$ cat src/rtl/mpu_bus_sync.sv
// MPU bus front-end: synchronizes the asynchronous active-low MPU strobes into clk
// and turns each MPU access into exactly one qualified core read or write.
module mpu_bus_sync #(
  parameter int ADDR_WIDTH   = 16,
  parameter int DATA_WIDTH   = 16,
  parameter int READ_LATENCY = 1
) (
  input  logic                  clk,
  input  logic                  _reset,
  input  logic                  _mpu_en,
  input  logic                  _mpu_rd,
  input  logic                  _mpu_wr,
  input  logic [1:0]            _mpu_be,
  input  logic [ADDR_WIDTH-1:0] mpu_addr_in,
  input  logic [DATA_WIDTH-1:0] mpu_data_in,
  output logic [DATA_WIDTH-1:0] mpu_data_out,
  output logic                  mpu_ready,
  output logic                  core_rd,
  output logic                  core_wr,
  output logic [1:0]            core_be,
  output logic [ADDR_WIDTH-1:0] core_addr,
  output logic [DATA_WIDTH-1:0] core_data_out,
  input  logic [DATA_WIDTH-1:0] core_data_in,
  input  logic                  core_ready
);

  localparam int CNT_W = (READ_LATENCY > 1) ? $clog2(READ_LATENCY) : 1;

  typedef enum logic [1:0] {IDLE, ISSUE, RD_WAIT, HOLD} state_e;

  state_e                state_q, state_d;
  logic [2:0]            sync1_q, sync2_q;
  logic                  coreRd_q, coreRd_d;
  logic                  coreWr_q, coreWr_d;
  logic                  mpuReady_q, mpuReady_d;
  logic [1:0]            coreBe_q, coreBe_d;
  logic [ADDR_WIDTH-1:0] coreAddr_q, coreAddr_d;
  logic [DATA_WIDTH-1:0] coreData_q, coreData_d;
  logic [DATA_WIDTH-1:0] rdData_q, rdData_d;
  logic [CNT_W-1:0]      cnt_q, cnt_d;

  logic enS, rdS, wrS;
  logic reqRd, reqWr, reqBad, released;

  // Two-flop synchronizers for {en, rd, wr}; they idle at the inactive level (1).
  always_ff @(posedge clk or negedge _reset) begin
    if (!_reset) begin
      sync1_q <= 3'b111;
      sync2_q <= 3'b111;
    end else begin
      sync1_q <= {_mpu_en, _mpu_rd, _mpu_wr};
      sync2_q <= sync1_q;
    end
  end

  assign {enS, rdS, wrS} = sync2_q;
  assign reqRd    = ~enS & ~rdS &  wrS;
  assign reqWr    = ~enS & ~wrS &  rdS;
  assign reqBad   = ~enS & ~rdS & ~wrS;
  assign released =  enS &  rdS &  wrS;

  always_ff @(posedge clk or negedge _reset) begin
    if (!_reset) begin
      state_q    <= IDLE;
      coreRd_q   <= 1'b0;
      coreWr_q   <= 1'b0;
      mpuReady_q <= 1'b0;
      coreBe_q   <= '0;
      coreAddr_q <= '0;
      coreData_q <= '0;
      rdData_q   <= '0;
      cnt_q      <= '0;
    end else begin
      state_q    <= state_d;
      coreRd_q   <= coreRd_d;
      coreWr_q   <= coreWr_d;
      mpuReady_q <= mpuReady_d;
      coreBe_q   <= coreBe_d;
      coreAddr_q <= coreAddr_d;
      coreData_q <= coreData_d;
      rdData_q   <= rdData_d;
      cnt_q      <= cnt_d;
    end
  end

  always_comb begin
    state_d    = state_q;
    coreRd_d   = coreRd_q;
    coreWr_d   = coreWr_q;
    mpuReady_d = mpuReady_q;
    coreBe_d   = coreBe_q;
    coreAddr_d = coreAddr_q;
    coreData_d = coreData_q;
    rdData_d   = rdData_q;
    cnt_d      = cnt_q;
    unique case (state_q)
      IDLE: begin
        if (reqRd || reqWr) begin
          coreAddr_d = mpu_addr_in;
          coreData_d = mpu_data_in;
          coreBe_d   = ~_mpu_be;
          coreRd_d   = reqRd;
          coreWr_d   = reqWr;
          state_d    = ISSUE;
        end else if (reqBad) begin
          mpuReady_d = 1'b1;
          state_d    = HOLD;
        end
      end
      ISSUE: begin
        // The request is committed once accepted, even if the MPU already let go.
        if (core_ready) begin
          coreRd_d = 1'b0;
          coreWr_d = 1'b0;
          if (coreWr_q) begin
            mpuReady_d = 1'b1;
            state_d    = HOLD;
          end else begin
            cnt_d   = CNT_W'(READ_LATENCY - 1);
            state_d = RD_WAIT;
          end
        end
      end
      RD_WAIT: begin
        if (cnt_q == '0) begin
          rdData_d   = core_data_in;
          mpuReady_d = 1'b1;
          state_d    = HOLD;
        end else begin
          cnt_d = cnt_q - CNT_W'(1);
        end
      end
      HOLD: begin
        if (released) begin
          mpuReady_d = 1'b0;
          state_d    = IDLE;
        end
      end
      default: state_d = IDLE;
    endcase
  end

  assign mpu_data_out  = rdData_q;
  assign mpu_ready     = mpuReady_q;
  assign core_rd       = coreRd_q;
  assign core_wr       = coreWr_q;
  assign core_be       = coreBe_q;
  assign core_addr     = coreAddr_q;
  assign core_data_out = coreData_q;

endmodule

$ cat config.mk
export PLATFORM = sky130hd
export DESIGN_NAME = mpu_bus_sync
export DESIGN_NICKNAME = d
export VERILOG_FILES = /design/src/rtl/mpu_bus_sync.sv
export SDC_FILE = /design/constraint.sdc
export NUM_CORES = 1
export LEC_CHECK = 0
export ABC_AREA = 1
export BUFFER_PORTS_ARGS = -buffer_cell sky130_fd_sc_hd__buf_2
export CAP_MARGIN = 10
export CORE_MARGIN = 4
export CORE_UTILIZATION = 45
export DETAILED_ROUTE_END_ITERATION = 6
export HOLD_SLACK_MARGIN = 0.1
export PLACE_DENSITY = 0.77
export SYNTH_ARGS = -nofsm -noshare
export SYNTH_HDL_FRONTEND = slang
export SYNTH_SLANG_ARGS = --single-unit
$ cat constraint.sdc
create_clock -name clk -period 2.5 [get_ports clk]
set_input_delay 0.25 -clock clk [delete_from_list [all_inputs] [get_ports clk]]
set_output_delay 0.25 -clock clk [all_outputs]
set_load 0.02 [all_outputs]
==> results of run 1 <==
[registers in the layout, indices dropped and copies added (netlist names)]
register / cells
core_addr: 16
core_be: 2
core_data_out: 16
core_rd: 1
core_wr: 1
mpu_data_out: 16
mpu_ready: 1
state_q: 2
sync1_q: 3
sync2_q: 3
[power by group through the flow]
stage          clock [mW]  combinational (mW)  sequential (mW)
2_1_floorplan           0               0.826             2.23
3_3_place_gp            0                2.00             1.69
3_5_place_dp            0                2.06             1.70
4_1_cts              1.00                2.07             1.70
5_1_grt              1.05                2.24             1.75
6_report            0.980                2.04             1.70
[cell families after synthesis]
logic type / after synthesis / share of synthesized area, %
multiplexers: 16 / 7.178
AND/OR/NAND/NOR: 135 / 23.43
adder cells (fa/ha/maj): 5 / 2.493
AO/OA/AOI/OAI: 6 / 1.296
buffers and inverters: 20 / 4.486
flip-flops: 61 / 61.12
[final timing paths]
check / to / depth (start not counted) / start / slack [ns]
min in group asynchronous: core_data_out[11]$_DFFE_PN0P_ / 2 / _reset / 0.42
worst max register to register: core_be[0]$_DFFE_PN0P_ / 5 / state_q[0]$_DFFE_PN0P_ / 0.78
worst min-delay path: core_be[0]$_DFFE_PN0P_ / 2 / _mpu_be[0] / 0.14
worst min register to register: sync2_q[2]$_DFF_PN1_ / 0 / sync1_q[2]$_DFF_PN1_ / 0.35
worst max-delay path: core_be[0]$_DFFE_PN0P_ / 5 / state_q[0]$_DFFE_PN0P_ / 0.78
max in group asynchronous: sync1_q[0]$_DFF_PN1_ / 3 / _reset / 1.37
[per-stage QoR]
stage / utilization [%] / cell area (um2) / cells
floorplan: - / 2510 / 243
global placement: 58.55 / 3085 / 413
detailed placement: 58.55 / 3085 / 413
CTS: 63.77 / 3361 / 434
global route: 63.77 / 3361 / 434
finish: 63.77 / 3361 / 434
[what timing repair did]
action | in CTS | in global routing
resized for setup | 0 | 0
endpoints found under the hold margin | 18 | 0
hold buffers | 5 | 0
[cell usage after synthesis, drive strengths merged]
master / number / area share, %
a21oi: 1 / 0.20
dfstp: 6 / 6.3
mux2: 16 / 7.2
or2: 1 / 0.25
dfrtp: 55 / 55
nand3: 37 / 7.4
nor2: 6 / 1.0
buf: 9 / 2.8
clkbuf: 3 / 0.45
nand4: 4 / 1.0
nand2: 87 / 14
o211ai: 1 / 0.30
ha: 5 / 2.5
o21ai: 4 / 0.80
inv: 8 / 1.2
[layout make-up]
cell class	instances	area [um2]	area share, %
clock buffers	12	155.1	4.617
clock inverters	4	70.07	2.085
inverters	8	30.03	0.8935
multi-input cells	162	863.3	25.69
flip-flops and latches	61	1534	45.64
well taps	70	87.58	2.606
repair buffers	117	620.6	18.47
[layout by cell type, fill, tap and decap left out, types with 2 or more instances in the layout]
cell and instances:
buf_2 108, nand2_1 83, dfrtp_1 55, nand3_1 37, mux2_2 16, clkbuf_8 11
inv_1 8, dfstp_2 6, nor2_1 5, ha_1 5, dlygate4sd3_1 5, nand4_1 4
o21ai_0 4, buf_4 4, nand2_2 2, nand2_4 2, bufinv_16 2, clkinv_2 2
[routing by layer]
layer	routed length [um]	vias to the layer above	global-route usage, %
li1	-	1018	-
met5	0	-	0
met4	69	0	9.804
met2	2914	68	30.93
met1	2504	929	23.99
met3	357	4	3.579
==> results.json, run 1 <==
{
  "status": "completed",
  "combPwrFrac_pct": 43.3,
  "h-tree-depth": 3,
  "place_ws_ns": 0.8045,
  "p_int_mw": 2.804,
  "gp_congestion": 0.7704,
  "nets": 420,
  "yosysSeqAreaShare_pct": 61.12,
  "slew_headroom_pct": 54.72,
  "diodes": 0,
  "drt_iter0_markers": 63,
  "cts_buffer_depth": 2,
  "grt_pass1_wl_um": 9508,
  "io_buffers": 108,
  "clock_skew_ns": 0.008587,
  "netlist_instances": 243,
  "grt_max_degree": 37,
  "start_kind": "register",
  "area_growth_pct": 33.90,
  "dieWidth_um": 82.69,
  "design_power_total_mw": 4.715,
  "grt_remaining_overflow": 0,
  "max_stage_delay_ns": 0.43,
  "p_switching_mw": 1.910,
  "drcViolationCount": 0,
  "ys_warn_count": 0,
  "grt_antenna_before_repair": 0,
  "synth_area_mm2": 0.002510,
  "num-fill-cells": 461,
  "io_pins": 109,
  "timing.final.ws_setup_ns": 0.7806,
  "timing.final.max_slew_violations": 0,
  "syn-num-nets": 304,
  "start_util_pct": 47.63,
  "vias": 2019,
  "cts_tree": "yes",
  "core_mm2": 0.005270,
  "p_per_area_mw_per_mm2": 1403,
  "rsz0062_at_grt": "false",
  "first_pass_iters": 5,
  "num_rows": 26,
  "crit_slowest_cell": "dfrtp_1",
  "crit_type": "register to register",
  "finalHoldViolations": 0,
  "clkSlewWorstSetupHoldPaths_ns": 0.07,
  "crit_buf_inv": 2,
  "pwr-share-seq_pct": 36.0,
  "grt_pass1_vias": 2002,
  "path_max_fanout": 36,
  "swShare_pct": 40.52,
  "fin_crit_sh_pct": 68.78,
  "crit_arrival_ns": 1.95,
  "syn_avg_cell_area_um2": 10.33,
  "vdd.ir_drop.worst_v": 0.0006724,
  "hold_class": "primary input to register",
  "yosys_register_bits": 61,
  "ant_nets": 0,
  "cp_cell_sequence": "inv_1, ha_1, buf_4, nand2_4, o21ai_0",
  "hold_ws_ns": 0.1369,
  "cts_root_buf": "clkbuf_8",
  "drv_cap": 0,
  "clkPwrFrac_pct": 20.8,
  "grt_util_all_layers_pct": 18.96,
  "cts_buffers": 9,
  "worst_setup_path_end_kind": "register",
  "synth_cell_types": 20,
  "clock.fmax_mhz": 581.6,
  "drive_gt1_share_pct": 42.58,
  "hpwl_um": 4209,
  "via_per_inst": 4.652,
  "routed_wl_um": 5845,
  "die_y_um": 82.69,
  "setup_viol": 0,
  "tightest_slew_ns": 0.6792,
  "setup-tns-final_ns": 0,
  "timing.final.crit_period_ns": 1.719,
  "post_cts_buffers": 0,
  "cts_sinks": 61,
  "wire_per_inst_um": 13.47,
  "worstSkewPairLatency_ns": 0.32,
  "die_area_mm2": 0.006837,
  "cp.required_ns": 2.73,
  "path_delay_family": "flip-flops",
  "leakagePower_nw": 1.838
}
No activity file was read; power rests on OpenSTA's default activity.
==> run 2: changes to the inputs <==
Clock period 2.5 ns to 1.75 ns, I/O delays scaled along.
==> results.json, run 2 (synthesis gave the netlist of run 1 again) <==
{
  "grt_remaining_overflow": 0,
  "p_per_area_mw_per_mm2": 1808,
  "tightest_slew_ns": 0.5943,
  "setup_viol": 0,
  "clkSlewWorstSetupHoldPaths_ns": 0.07,
  "dpl.cell_count": 416,
  "stdcell_area_mm2": 0.003896,
  "post_cts_buffers": 0,
  "slew_headroom_pct": 60.38,
  "diodes": 0,
  "cp_num_cells": 5,
  "num-fill-cells": 380,
  "clock.fmax_mhz": 635.2,
  "wire_per_inst_um": 14.38,
  "instances_no_fill": 486,
  "final_common_cell": "buf_2",
  "clock_skew_ns": 0.009159,
  "cp_cell_sequence": "inv_1, ha_1, nand2_4, nand2_1, o21ai_0",
  "vdd.ir_drop.worst_v": 0.001026,
  "grt_antenna_before_repair": 0,
  "path_delay_family": "flip-flops",
  "status": "completed",
  "grt_pass1_wl_um": 11410,
  "crit_slowest_cell": "dfrtp_1",
  "r2r_cells": 5,
  "timing.final.max_slew_violations": 0,
  "grt_util_all_layers_pct": 22.82,
  "dieWidth_um": 82.69,
  "hold_class": "primary input to register",
  "grt_pass1_vias": 2484,
  "routed_wl_um": 6989,
  "core_mm2": 0.005270,
  "cp.required_ns": 1.95,
  "vias": 2315,
  "crit_type": "register to register",
  "gp_congestion": 0.8173,
  "timing.final.crit_period_ns": 1.574,
  "via_per_inst": 4.763,
  "fin_crit_sh_pct": 89.96,
  "leakagePower_nw": 2.062,
  "start_kind": "register",
  "h-tree-depth": 3,
  "cts_root_buf": "clkbuf_8",
  "nets": 472,
  "die_y_um": 82.69,
  "hpwl_um": 4224,
  "cts_buffers": 9,
  "num_rows": 26,
  "worst_setup_path_end_kind": "register",
  "max_stage_delay_ns": 0.43,
  "ctsHoldBuffers": 54,
  "grt_max_degree": 37,
  "ant_nets": 0,
  "cp-endpoint": "core_be[0]$_DFFE_PN0P_",
  "io_buffers": 108,
  "area_growth_pct": 55.23,
  "r2r-start": "state_q[0]$_DFFE_PN0P_",
  "rsz0062_at_grt": "false",
  "die_area_mm2": 0.006837,
  "crit_path_start": "state_q[0]$_DFFE_PN0P_",
  "cts_buffer_depth": 2,
  "placed_area_mm2": 0.003108,
  "cts-resized-gates": 0,
  "timing.rr.end": "core_be[0]$_DFFE_PN0P_",
  "finalHoldViolations": 0,
  "start_util_pct": 47.63,
  "cts_tree": "yes",
  "final_cell_mix": "buf_2, nand2_1, dfrtp_1",
  "drcViolationCount": 0,
  "crit_arrival_ns": 1.78,
  "drive_gt1_share_pct": 38.22,
  "drt_iter0_markers": 85,
  "path_max_fanout": 36,
  "setup-tns-final_ns": 0,
  "drv_cap": 0,
  "io_pins": 109,
  "crit_buf_inv": 1,
  "cts_sinks": 61,
  "worstSkewPairLatency_ns": 0.34,
  "r2r_setup_slack_ns": 0.18,
  "first_pass_iters": 5
}
==> run 2: changes by cell type in the layout (fill, tap and decap cells not counted) <==
cell,previous run,this run
dlygate4sd3_1,5,54
clkbuf_8,11,9
clkinv_2,2,0
clkinv_4,0,3
clkbuf_1,1,0
bufinv_16,2,3
clkinvlp_4,0,1
buf_4,4,7
==> run 2: layout make-up <==
class / count / area, um2 / area share (%)
flip-flops and latches: 61 / 1534 / 39.37
multi-input cells: 162 / 863.3 / 22.16
inverters: 8 / 30.03 / 0.7707
clock inverters: 7 / 123.9 / 3.179
well taps: 70 / 87.58 / 2.248
clock buffers: 9 / 123.9 / 3.179
repair buffers: 169 / 1134 / 29.09
==> run 2: routing by layer <==
metal	wire (um)	GRT usage, %
met5	0	0
met4	231	12.25
met3	406	4.772
met2	3694	41.11
met1	2656	24.95
==> run 2: worst min path at each step <==
stage | from | to | slack (ns) | cells after the start
2_1_floorplan | _reset | core_addr[0]$_DFFE_PN0P_ | -0.12 | 0
4_1_cts | core_ready | core_rd$_DFFE_PN0P_ | 0.30 | 5
3_3_place_gp | _reset | mpu_data_out[11]$_DFFE_PN0N_ | 0.20 | 1
5_1_grt | core_ready | core_wr$_DFFE_PN0P_ | 0.34 | 5
3_5_place_dp | _reset | mpu_data_out[11]$_DFFE_PN0N_ | 0.21 | 1
6_report | core_ready | core_rd$_DFFE_PN0P_ | 0.31 | 5
==> run 2: worst register-to-register path, delay by kind of cell, from the launching register on <==
kind            cells  cell delay [ns]
flops               1             0.43
simple gates        2             0.43
fa+ha+maj           1             0.37
buf+inv             1             0.14
compound gates      1             0.08
==> run 2: stage by stage <==
step	util, %	worst slack, ns	power (mW)	hold slack [ns]
after global routing	73.93	0.01889	7.487	0.3374
after detailed placement	58.97	0.1875	5.411	0.2118
final	73.93	0.1758	7.043	0.3077
after floorplan	-	0.2615	4.361	-0.1206
after CTS	73.93	0.1795	7.054	0.3008
after global placement	58.97	0.2824	5.305	0.2030
==> run 2: power by group <==
part | total, mW | switching, mW | internal (mW) | leakage [nW]
clock | 1.54 | 0.583 | 0.952 | 0.120
combinational | 3.07 | 1.91 | 1.17 | 1.21
sequential | 2.43 | 0.367 | 2.07 | 0.728
